[src/rtl/controlador_turno_if.sv]
// Bundled button/board/status signals for controlador_turno.
// master drives buttons and board feedback; slave is the turn controller.
interface controlador_turno_if #(
  parameter int unsigned N_CELULAS   = 9,
  parameter int unsigned N_JOGADORES = 2
);
  localparam int unsigned CW = (N_CELULAS > 1) ? $clog2(N_CELULAS) : 1;
  localparam int unsigned JW = (N_JOGADORES > 1) ? $clog2(N_JOGADORES) : 1;

  logic                 iniciar;
  logic [N_CELULAS-1:0] botoes;
  logic [N_CELULAS-1:0] ocupadas;
  logic                 fim_jogo;
  logic                 we_board;
  logic [CW-1:0]        celula;
  logic [JW-1:0]        jogador;
  logic                 jogada_invalida;
  logic                 timeout;
  logic                 esperando;
  logic                 pronto;
  logic [3:0]           db_estado;

  modport master (
    output iniciar, botoes, ocupadas, fim_jogo,
    input  we_board, celula, jogador, jogada_invalida, timeout, esperando, pronto, db_estado
  );

  modport slave (
    input  iniciar, botoes, ocupadas, fim_jogo,
    output we_board, celula, jogador, jogada_invalida, timeout, esperando, pronto, db_estado
  );
endinterface

[src/rtl/controlador_turno.sv]
// Turn controller: one-hot press detection, occupancy check, board write strobe, player rotation.
// Optional per-move timeout enabled by defining CONTROLE_TIMEOUT_EN.
module controlador_turno #(
  parameter int unsigned N_CELULAS   = 9,
  parameter int unsigned N_JOGADORES = 2,
  parameter int unsigned TIMEOUT     = 50000000
) (
  input logic              clock,
  input logic              reset,
  controlador_turno_if.slave bus
);

  localparam int unsigned CW = (N_CELULAS > 1) ? $clog2(N_CELULAS) : 1;
  localparam int unsigned JW = (N_JOGADORES > 1) ? $clog2(N_JOGADORES) : 1;

  localparam logic [3:0] StInicial  = 4'h0;
  localparam logic [3:0] StPrepara  = 4'h1;
  localparam logic [3:0] StEspera   = 4'h2;
  localparam logic [3:0] StRegistra = 4'h3;
  localparam logic [3:0] StValida   = 4'h4;
  localparam logic [3:0] StEscreve  = 4'h5;
  localparam logic [3:0] StVerifica = 4'h6;
  localparam logic [3:0] StTroca    = 4'h7;
  localparam logic [3:0] StFim      = 4'hF;

  logic [3:0]           state_q, state_d;
  logic [N_CELULAS-1:0] botoes_q;
  logic [N_CELULAS-1:0] sub_q, sub_d;
  logic [CW-1:0]        cel_q, cel_d;
  logic [JW-1:0]        jog_q, jog_d;
  logic [N_CELULAS-1:0] subida;
  logic                 um_bit;
  logic [CW-1:0]        idx;
  logic                 invalida;
  logic                 expirou;

`ifdef CONTROLE_TIMEOUT_EN
  localparam int unsigned TW = (TIMEOUT > 1) ? $clog2(TIMEOUT) : 1;
  logic [TW-1:0] cnt_q, cnt_d;
`endif

  assign subida = bus.botoes & ~botoes_q;
  assign um_bit = (subida != '0) && ((subida & (subida - 1'b1)) == '0);

  always_comb begin
    idx = '0;
    for (int unsigned i = 0; i < N_CELULAS; i++) begin
      if (sub_q[i]) idx = CW'(i);
    end
  end

  always_comb begin
    state_d  = state_q;
    sub_d    = sub_q;
    cel_d    = cel_q;
    jog_d    = jog_q;
    invalida = 1'b0;
    expirou  = 1'b0;
`ifdef CONTROLE_TIMEOUT_EN
    cnt_d    = cnt_q;
`endif
    unique case (state_q)
      StInicial: if (bus.iniciar) state_d = StPrepara;
      StPrepara: begin
        jog_d   = '0;
        cel_d   = '0;
`ifdef CONTROLE_TIMEOUT_EN
        cnt_d   = '0;
`endif
        state_d = StEspera;
      end
      StEspera: begin
`ifdef CONTROLE_TIMEOUT_EN
        // Expiry wins over a press landing on the same cycle.
        if (cnt_q == TW'(TIMEOUT - 1)) begin
          expirou = 1'b1;
          state_d = StTroca;
        end else begin
          cnt_d = cnt_q + 1'b1;
          if (um_bit) begin
            sub_d   = subida;
            state_d = StRegistra;
          end else if (subida != '0) begin
            invalida = 1'b1;
          end
        end
`else
        if (um_bit) begin
          sub_d   = subida;
          state_d = StRegistra;
        end else if (subida != '0) begin
          invalida = 1'b1;
        end
`endif
      end
      StRegistra: begin
        cel_d   = idx;
        state_d = StValida;
      end
      StValida: begin
        if (bus.ocupadas[cel_q]) begin
          invalida = 1'b1;
          state_d  = StEspera;
        end else begin
          state_d  = StEscreve;
        end
      end
      StEscreve:  state_d = StVerifica;
      StVerifica: state_d = bus.fim_jogo ? StFim : StTroca;
      StTroca: begin
        jog_d   = (jog_q == JW'(N_JOGADORES - 1)) ? '0 : jog_q + 1'b1;
`ifdef CONTROLE_TIMEOUT_EN
        cnt_d   = '0;
`endif
        state_d = StEspera;
      end
      StFim:   if (bus.iniciar) state_d = StPrepara;
      default: state_d = StInicial;
    endcase
  end

  always_ff @(posedge clock or negedge reset) begin
    if (!reset) begin
      state_q  <= StInicial;
      botoes_q <= '0;
      sub_q    <= '0;
      cel_q    <= '0;
      jog_q    <= '0;
    end else begin
      state_q  <= state_d;
      botoes_q <= bus.botoes;
      sub_q    <= sub_d;
      cel_q    <= cel_d;
      jog_q    <= jog_d;
    end
  end

`ifdef CONTROLE_TIMEOUT_EN
  always_ff @(posedge clock or negedge reset) begin
    if (!reset) cnt_q <= '0;
    else        cnt_q <= cnt_d;
  end
  assign bus.timeout = expirou;
`else
  assign bus.timeout = 1'b0;
`endif

  assign bus.we_board        = (state_q == StEscreve);
  assign bus.celula          = cel_q;
  assign bus.jogador         = jog_q;
  assign bus.jogada_invalida = invalida;
  assign bus.esperando       = (state_q == StEspera);
  assign bus.pronto          = (state_q == StFim);
  assign bus.db_estado       = state_q;

endmodule

[src/flat_wrapper.sv]
// flat-port wrapper written by rule: the top's interface ports become plain ports
module controlador_turno_flat 
#(
  parameter int unsigned N_CELULAS   = 9,
  parameter int unsigned N_JOGADORES = 2,
  parameter int unsigned TIMEOUT     = 50000000
)
  (clock, reset, bus_iniciar, bus_botoes, bus_ocupadas, bus_fim_jogo, bus_we_board, bus_celula, bus_jogador, bus_jogada_invalida, bus_timeout, bus_esperando, bus_pronto, bus_db_estado);
  controlador_turno_if #(.N_CELULAS(N_CELULAS), .N_JOGADORES(N_JOGADORES)) bus_i ();
  input logic clock;
  input logic reset;
  input wire logic [$bits(bus_i.iniciar)-1:0] bus_iniciar;
  input wire logic [$bits(bus_i.botoes)-1:0] bus_botoes;
  input wire logic [$bits(bus_i.ocupadas)-1:0] bus_ocupadas;
  input wire logic [$bits(bus_i.fim_jogo)-1:0] bus_fim_jogo;
  output wire logic [$bits(bus_i.we_board)-1:0] bus_we_board;
  output wire logic [$bits(bus_i.celula)-1:0] bus_celula;
  output wire logic [$bits(bus_i.jogador)-1:0] bus_jogador;
  output wire logic [$bits(bus_i.jogada_invalida)-1:0] bus_jogada_invalida;
  output wire logic [$bits(bus_i.timeout)-1:0] bus_timeout;
  output wire logic [$bits(bus_i.esperando)-1:0] bus_esperando;
  output wire logic [$bits(bus_i.pronto)-1:0] bus_pronto;
  output wire logic [$bits(bus_i.db_estado)-1:0] bus_db_estado;
  assign bus_i.iniciar = bus_iniciar;
  assign bus_i.botoes = bus_botoes;
  assign bus_i.ocupadas = bus_ocupadas;
  assign bus_i.fim_jogo = bus_fim_jogo;
  assign bus_we_board = bus_i.we_board;
  assign bus_celula = bus_i.celula;
  assign bus_jogador = bus_i.jogador;
  assign bus_jogada_invalida = bus_i.jogada_invalida;
  assign bus_timeout = bus_i.timeout;
  assign bus_esperando = bus_i.esperando;
  assign bus_pronto = bus_i.pronto;
  assign bus_db_estado = bus_i.db_estado;
  controlador_turno #(.N_CELULAS(N_CELULAS), .N_JOGADORES(N_JOGADORES), .TIMEOUT(TIMEOUT)) u_core (.clock(clock), .reset(reset), .bus(bus_i));
endmodule
[config.mk]
export PLATFORM = sky130hd
export DESIGN_NAME = controlador_turno_flat
export DESIGN_NICKNAME = d
export VERILOG_FILES = /design/src/rtl/controlador_turno_if.sv /design/src/rtl/controlador_turno.sv /design/src/flat_wrapper.sv
export SDC_FILE = /design/constraint.sdc
export NUM_CORES = 1
export LEC_CHECK = 0
export ABC_AREA = 1
export CORE_MARGIN = 5
export CORE_UTILIZATION = 61
export DETAILED_ROUTE_END_ITERATION = 8
export DONT_BUFFER_PORTS = 1
export GPL_TIMING_DRIVEN = 0
export PLACE_DENSITY = 0.83
export SLEW_MARGIN = 10
export SYNTH_ARGS = -nofsm -noshare
export SYNTH_HDL_FRONTEND = slang
export SYNTH_SLANG_ARGS = --single-unit
[constraint.sdc]
create_clock -name clock -period 3.06 [get_ports clock]
set_input_delay 0.459 -clock clock [delete_from_list [all_inputs] [get_ports clock]]
set_output_delay 0.459 -clock clock [all_outputs]
set_load 0.03 [all_outputs]
# Word-level counts from Yosys, hierarchy flattened
# Cells that the tools add are included.
# word_totals
ff_bits,27
latchBits,0
ram_bits,0
rom_bits,0
input_bits,22
wordCells,53
memories,0
# op_classes
n_addsub,2
mul,0
div,0
order_cmp,1
eq_ne,10
shifts,0
n_mux,22
bitwise,3
reduce_logical,10
# ops
operator,n
$mux W4,10
$pmux W4 S7,1
$and A9 B9 Y9,2
$eq A4 B3 Y1 const B,4
$logic_not A9 Y1,1
$not A9 Y9,1
$reduce_bool A9 Y1,1
$sub A9 B1 Y9 const B,1
$eq A4 B2 Y1 const B,2
$pmux W4 S2,1
$mux W1,6
$lt A4 B5 Y1 const B,1
$bmux W1 S4,1
$eq A4 B1 Y1 const B,1
$eq A4 B4 Y1 const B,1
$logic_not A4 Y1,1
$ne A2 B1 Y1 const B,2
$pmux W1 S2,2
$reduce_and A2 Y1,2
$reduce_bool A2 Y1,2
$reduce_or A2 Y1,2
$mux W3,1
$add A1 B1 Y1 const B,1
$logic_and A1 B1 Y1,1

# Longest topological paths before layout
# Gate-level depths: netlist of run 1.
# logic_depth
word_depth,9
mapped_depth,13
depth_no_buf,13

# Worst setup path before layout of run 1
# No wires, ideal clock.
# synth_path
path_kind,register to register
from,reg u_core.state_q[0] (netlist: u_core.bus.db_estado[0])
to,reg u_core.state_q[1] (netlist: u_core.bus.db_estado[1])
arrival_time_ns,1.880
setup_slack_ns,1.115
path_stages_with_launch,9
path_buffers,0
path_cell_list,dfrtp_1 > inv_1 > nor3_1 > nor2_1 > nand2_1 > nor2_1 > nand2_1 > nand3_1 > nand2_1
# synth_rtl
item,line_no,text
start: declaration,controlador_turno.sv:26,"logic [3:0] state_q, state_d;"
start signal: assignment,controlador_turno.sv:124,state_q <= StInicial;
start signal: assignment,controlador_turno.sv:130,state_q <= state_d;
$eq A4 B3 Y1,-,
net bus_we_board,flat_wrapper.sv:16,output wire logic [$bits(bus_i.we_board)-1:0] bus_we_board;
$pmux W4 S7,controlador_turno.sv:62,unique case (state_q)
# The timed path passes the listed nets, and every way through them passes these cells.
# A chain may end at the register's enable or synchronous reset.

# Worst setup path in the final report of run 1
# layout_path
from,reg u_core.state_q[1] (netlist: u_core.bus.db_estado[1])
to,out bus_jogada_invalida
# layout_between
elab_chain_cells,2
# layout_lines
item,line_no,text
$eq A4 B2 Y1,-,
net bus_esperando,flat_wrapper.sv:21,output wire logic [$bits(bus_i.esperando)-1:0] bus_esperando;
$pmux W1 S2,controlador_turno.sv:62,
end: declaration,flat_wrapper.sv:19,output wire logic [$bits(bus_i.jogada_invalida)-1:0] bus_jogada_invalida;
# The timed path passes the listed nets, and every way through them passes these cells.

==> impl_metrics.json, run 1 <==
{
  "outcome": "completed",
  "use_met3": 0.0461,
  "clkTransAtPathRegs_ns": 0.13,
  "tritoncts": "done",
  "placed_cells": 230,
  "ys.warnings.count": 0,
  "clk_path_buf_depth": 2,
  "portBuffers": 0,
  "period_share": 0.802,
  "avgViaCountPerCell": 5.14,
  "num-fill-cells": 180,
  "cpMaxStageDelayCell": "dfrtp_1",
  "antenna_found_initial": 0,
  "grt_start_max_net_pins": 27,
  "synth_edf_count": 0,
  "synth.avg_cell_area_sq_um": 7.17,
  "worstPathArrival_ns": 2.00,
  "synth_seq_cells": 26,
  "gp_congestion": 0.851,
  "worst_path_largest_cell_delay_ns": 0.66,
  "antenna_left": 0,
  "pre_cts_slack_ns": 0.950,
  "grt_pass1_vias": 1124,
  "die_w_um": 58.7,
  "p_leak_nw": 0.841,
  "die_h_um": 58.7,
  "worst_pin_slew_ns": 1.01,
  "synth.distinct_cells": 23,
  "coreArea_sq_mm": 0.00223,
  "fin_crit_ns": 2.45,
  "synth_area_sq_mm": 0.00145,
  "vias": 1213,
  "grt_setup_unrepaired": "false",
  "io_pins": 36,
  "setup_viol": 0,
  "yosys-top-cells-count": "nand2_1, inv_1, dfrtp_1",
  "path_class": "reg -> out",
  "cp_data_required_time_ns": 2.60,
  "cts_buffers": 3,
  "final_layout_size_suffix_gt1_frac": 0.130,
  "power.density_mw_per_mm2": 850,
  "maxSlewViolCount": 0,
  "ir_worst_vdd_v": 0.000689,
  "wirelength_um": 2600,
  "hold_viol_final": 0,
  "slew_headroom": 0.324,
  "syn-instance-count": 202,
  "fin_setup_tns_ns": 0,
  "met1_usage": 0.235,
  "grt_use_total": 0.172,
  "worstSkewPairLatency_ns": 0.32,
  "cts.sinks": 26,
  "nNetsFinal": 231,
  "synth.net_count": 224,
  "dp_hpwl_um": 2110,
  "wl_per_cell_um": 11.0,
  "postCtsSetupRepairBufs": 0,
  "num_antenna_cells": 0,
  "fin_area_sq_mm": 0.00155,
  "initialDrtViolationCount": 50,
  "cp_cell_sequence": "nand3_1 > nor2_2 > nand2_1 > nand2_1",
  "dieArea_sq_mm": 0.00345,
  "rows": 17,
  "hp-class": "in -> reg",
  "drv_cap": 0,
  "synth_ff_type": "dfrtp_1",
  "layout.cells.non_filler": 236,
  "yosysTopAreaCell": "dfrtp_1",
  "grt-busiest-layer": "met2",
  "cts_resized": 0,
  "firstDrtPassIters": 4,
  "fin_total_pwr_mw": 1.32,
  "hold_buffers": 2,
  "synth_top_cells_by_area": "dfrtp_1, nand2_1, inv_1",
  "setup_ws_ns": 0.606,
  "initial_core_util": 0.648,
  "grt-ovfl-total": 0,
  "synth_top_area_frac": 0.449,
  "start_kind": "flop",
  "synth.most_common_cell": "nand2_1",
  "max_freq_mhz": 407,
  "async_flop_share": 1.00,
  "endpoint_kind": "primary output",
  "crit_fanout": 8,
  "yosysSeqAreaShare": 0.449,
  "crit_top_cell": "nand2_1",
  "drc": 0,
  "htree_levels": 1,
  "use_met2": 0.265,
  "fin_skew_ns": 0.00363,
  "layout-area-overhead-vs-synth_pct": 7.00,
  "cts-root-buf": "clkbuf_4",
  "grt_pass1_wl_um": 4640,
  "placement.cell_area_sq_mm": 0.00148
}
==> cell families (layout without fill, tap and decap cells) <==
family / after synthesis / after routing / share of synthesized area
flip-flops: 26 / 26 / 0.449
buffers and inverters: 41 / 47 / 0.118
other: 1 / 1 / 0.00259
AND/OR/NAND/NOR: 113 / 113 / 0.341
AO/OA/AOI/OAI: 21 / 21 / 0.0890
==> state kept, by name, indices dropped and copies added (netlist names) <==
register	cells
u_core.botoes_q	9
u_core.sub_q	8
u_core.bus.celula	4
u_core.bus.db_estado	4
u_core.bus.jogador	1
==> layer usage <==
layer	share of wire	routed length, um
met2	0.44	1150
met5	0	0
met3	0.093	241
met4	0.017	43
met1	0.45	1160
==> cell usage in the layout, fill, tap and decap left out, types with 2 or more instances in the layout <==
| master | count |
|---|---|
| nor3_1 | 4 |
| nand2_1 | 57 |
| o21ai_0 | 2 |
| o21ai_2 | 4 |
| inv_1 | 34 |
| a21oi_1 | 3 |
| inv_2 | 3 |
| o21ai_1 | 6 |
| nor2_4 | 2 |
| or2_1 | 3 |
| nor2_2 | 2 |
| nor2_1 | 24 |
| nand3_1 | 12 |
| clkbuf_4 | 3 |
| o22ai_1 | 5 |
| nand2_2 | 8 |
| dfrtp_1 | 26 |
==> worst max-delay path, delay by kind of cell, from the launching register on <==
family,cells,cell delay (ns)
simple gates,4,1.01
flops,1,0.66
==> cell type report <==
| type | count | area, sq um | area share |
|---|---|---|---|
| buffer | 3 | 27.5 | 0.0178 |
| clock buffer | 4 | 36.3 | 0.0234 |
| inverter | 38 | 143 | 0.0921 |
| multi-input combinational | 135 | 627 | 0.405 |
| sequential | 26 | 651 | 0.420 |
| tap | 28 | 35.0 | 0.0226 |
| timing repair buffer | 2 | 30.0 | 0.0194 |
==> per-stage QoR <==
stage	hold slack (ns)	utilization
after floorplan	0.163	-
after global placement	0.164	0.664
after detailed placement	0.164	0.664
after CTS	0.136	0.694
after global routing	0.115	0.694
final	0.147	0.694
==> where the power goes <==
group | total [mW] | internal [mW] | switching [mW]
Sequential | 0.600 | 0.438 | 0.162
Combinational | 0.545 | 0.196 | 0.350
Clock | 0.172 | 0.0728 | 0.0989
==> path summary, 6_finish.rpt <==
path | from | to | slack (ns) | depth (start not counted)
min in group asynchronous | reset | u_core.botoes_q[1]$_DFF_PN0_ | 0.55 | 2
worst max register to register | u_core.bus.db_estado[0]$_DFFE_PN0P_ | u_core.bus.db_estado[1]$_DFFE_PN0P_ | 0.92 | 8
worst max-delay path | u_core.bus.db_estado[1]$_DFFE_PN0P_ | bus_jogada_invalida | 0.61 | 4
max in group asynchronous | reset | u_core.sub_q[3]$_DFFE_PN0P_ | 2.36 | 2
worst min register to register | u_core.sub_q[1]$_DFFE_PN0P_ | u_core.sub_q[1]$_DFFE_PN0P_ | 0.52 | 2
worst min-delay path | bus_botoes[1] | u_core.botoes_q[1]$_DFF_PN0_ | 0.15 | 0
Power figures use the tool's default switching activity.
==> run 2, diff against run 1 <==
Settings changed: CORE_UTILIZATION 61 to 56, PLACE_DENSITY 0.83 to 0.8.
Clock period 3.06 ns to 2.2 ns, I/O delays scaled along.
==> run 2 against run 1 <==
Compared with the run above:
- non-clock buffer count increased by 7
- setup slack lost 0.52 ns
- sequential cell count stayed put
- clock power is 16% higher
- power grew 41%
- final cell count up 3.4%
- global-route usage up 0.19 points
- via count increased by 4.9%
- sequential share of layout area fell by 1.9 points
- design area increased by 5.7%
- critical path depth is 1 higher
- largest cell class unchanged
==> impl_metrics.json, run 2 (synthesis gave the netlist of run 1 again) <==
{
  "cp_cell_sequence": "inv_1 > nand3_1 > nor2_4 > nand2_1 > nand2_4",
  "cp_data_required_time_ns": 1.87,
  "num_antenna_cells": 0,
  "fin_hold_ws_ns": 0.0153,
  "avgViaCountPerCell": 5.22,
  "rrSetupSlack_ns": 0.29,
  "postCtsSetupRepairBufs": 0,
  "worstSkewPairLatency_ns": 0.32,
  "cpLargestDelayFamily": "simple AND/OR/NAND/NOR gates",
  "layout-area-overhead-vs-synth_pct": 13.1,
  "wirelength_um": 3000,
  "hp-class": "in -> reg",
  "worst-path-buf-inv": 1,
  "vias": 1273,
  "power.density_mw_per_mm2": 1140,
  "worstPathArrival_ns": 1.79,
  "cts.sinks": 26,
  "cpMaxStageDelayCell": "dfrtp_2",
  "worst_pin_slew_ns": 0.642,
  "drv_cap": 0,
  "p_leak_nw": 0.859,
  "grt_use_total": 0.174,
  "io_pins": 36,
  "clkTransAtPathRegs_ns": 0.13,
  "cts-root-buf": "clkbuf_4",
  "fin_crit_ns": 2.12,
  "grt_pass1_vias": 1209,
  "regMostFlops": "u_core.botoes_q",
  "initialDrtViolationCount": 49,
  "cts_buffers": 3,
  "setup_viol": 0,
  "antenna_left": 0,
  "outcome": "completed",
  "dieArea_sq_mm": 0.00370,
  "top_regs": "u_core.botoes_q (9), u_core.sub_q (8)",
  "placement.cell_area_sq_mm": 0.00149,
  "coreArea_sq_mm": 0.00248,
  "switching_share": 0.474,
  "layout_commonest_cell": "nand2_1",
  "ir_worst_vdd_v": 0.000902,
  "worst_path_largest_cell_delay_ns": 0.52,
  "wl_per_cell_um": 12.3,
  "maxSlewViolCount": 0,
  "start_kind": "flop",
  "hold_viol_final": 0,
  "crit_fanout": 5,
  "fin_area_sq_mm": 0.00164,
  "largest_register_ffs": 9,
  "grt-ovfl-total": 0,
  "slew_headroom": 0.570,
  "portBuffers": 0,
  "final_cell_mix": "nand2_1, inv_1, nor2_1, dfrtp_1, nand3_1",
  "nNetsFinal": 238,
  "num-fill-cells": 225,
  "htree_levels": 1,
  "final_layout_size_suffix_gt1_frac": 0.159,
  "path_class": "reg -> out",
  "grt_pass1_wl_um": 4730,
  "fin_skew_ns": 0.00499,
  "gp_congestion": 0.852,
  "period_share": 0.963,
  "grt_setup_unrepaired": "false",
  "drc": 0,
  "die_w_um": 60.8,
  "dp_hpwl_um": 2240,
  "final_core_util": 0.661,
  "internal_power_mw": 0.980,
  "clk_path_buf_depth": 2,
  "max_freq_mhz": 472,
  "tritoncts": "done",
  "antenna_found_initial": 0,
  "fin_setup_tns_ns": 0,
  "grt_start_max_net_pins": 27,
  "switchingPower_mw": 0.883,
  "rows": 18,
  "endpoint_kind": "primary output",
  "seqPwrFrac": 0.459,
  "clkPwrFrac": 0.107,
  "initial_core_util": 0.584,
  "firstDrtPassIters": 4,
  "p_comb_frac": 0.434,
  "die_h_um": 60.8
}
[run 2: cell type report]
class	count	area, sq um	share of cell area
well taps	30	37.5	0.0229
plain buffers	3	30.0	0.0183
flip-flops and latches	26	657	0.401
multi-input cells	135	647	0.395
clock buffers	3	22.5	0.0138
inverters	38	143	0.0872
repair buffers	9	100	0.0612
[run 2: metal layers]
metal / GRT usage / routed length [um] / up-vias
met5: 0 / 0 / -
met2: 0.296 / 1470 / 45
li1: - / - / 641
met3: 0.0255 / 224 / 8
met4: 0.105 / 88 / 0
met1: 0.206 / 1220 / 579
[run 2: repair_timing]
action / CTS / global route
pin swaps: 0 / 1
hold endpoints to repair: 26 / 7
resized for setup: 5 / 7
endpoints found under the setup margin: 3 / 1
hold buffers: 2 / 7
[run 2: worst paths after layout]
check                                                         start  cells after the start                             endpoint
worst max-delay path            u_core.bus.db_estado[0]$_DFFE_PN0P_                      5                  bus_jogada_invalida
worst min-delay path                                  bus_botoes[7]                      0         u_core.botoes_q[7]$_DFF_PN0_
worst max register to register  u_core.bus.db_estado[2]$_DFFE_PN0P_                      8  u_core.bus.db_estado[1]$_DFFE_PN0P_
worst min register to register         u_core.botoes_q[8]$_DFF_PN0_                      3          u_core.sub_q[8]$_DFFE_PN0P_
max in group asynchronous                                     reset                      2     u_core.bus.celula[0]$_DFFE_PN0P_
min in group asynchronous                                     reset                      2          u_core.sub_q[4]$_DFFE_PN0P_
[run 2: per-stage QoR]
step | setup WS (ns) | power, mW | std cells
finish | 0.0817 | 1.86 | 244
floorplan | 0.255 | 1.45 | 202
global route | 0.00412 | 2.01 | 244
global placement | 0.105 | 1.55 | 232
CTS | 0.00107 | 1.83 | 237
detailed placement | 0.0316 | 1.60 | 232
[run 2: power groups by stage]
stage	clock network (mW)	logic [mW]	registers, mW
6_report	0.200	0.809	0.854
5_1_grt	0.223	0.915	0.873
4_1_cts	0.205	0.778	0.850
3_5_place_dp	0	0.747	0.852
3_3_place_gp	0	0.715	0.840
2_1_floorplan	0	0.631	0.819
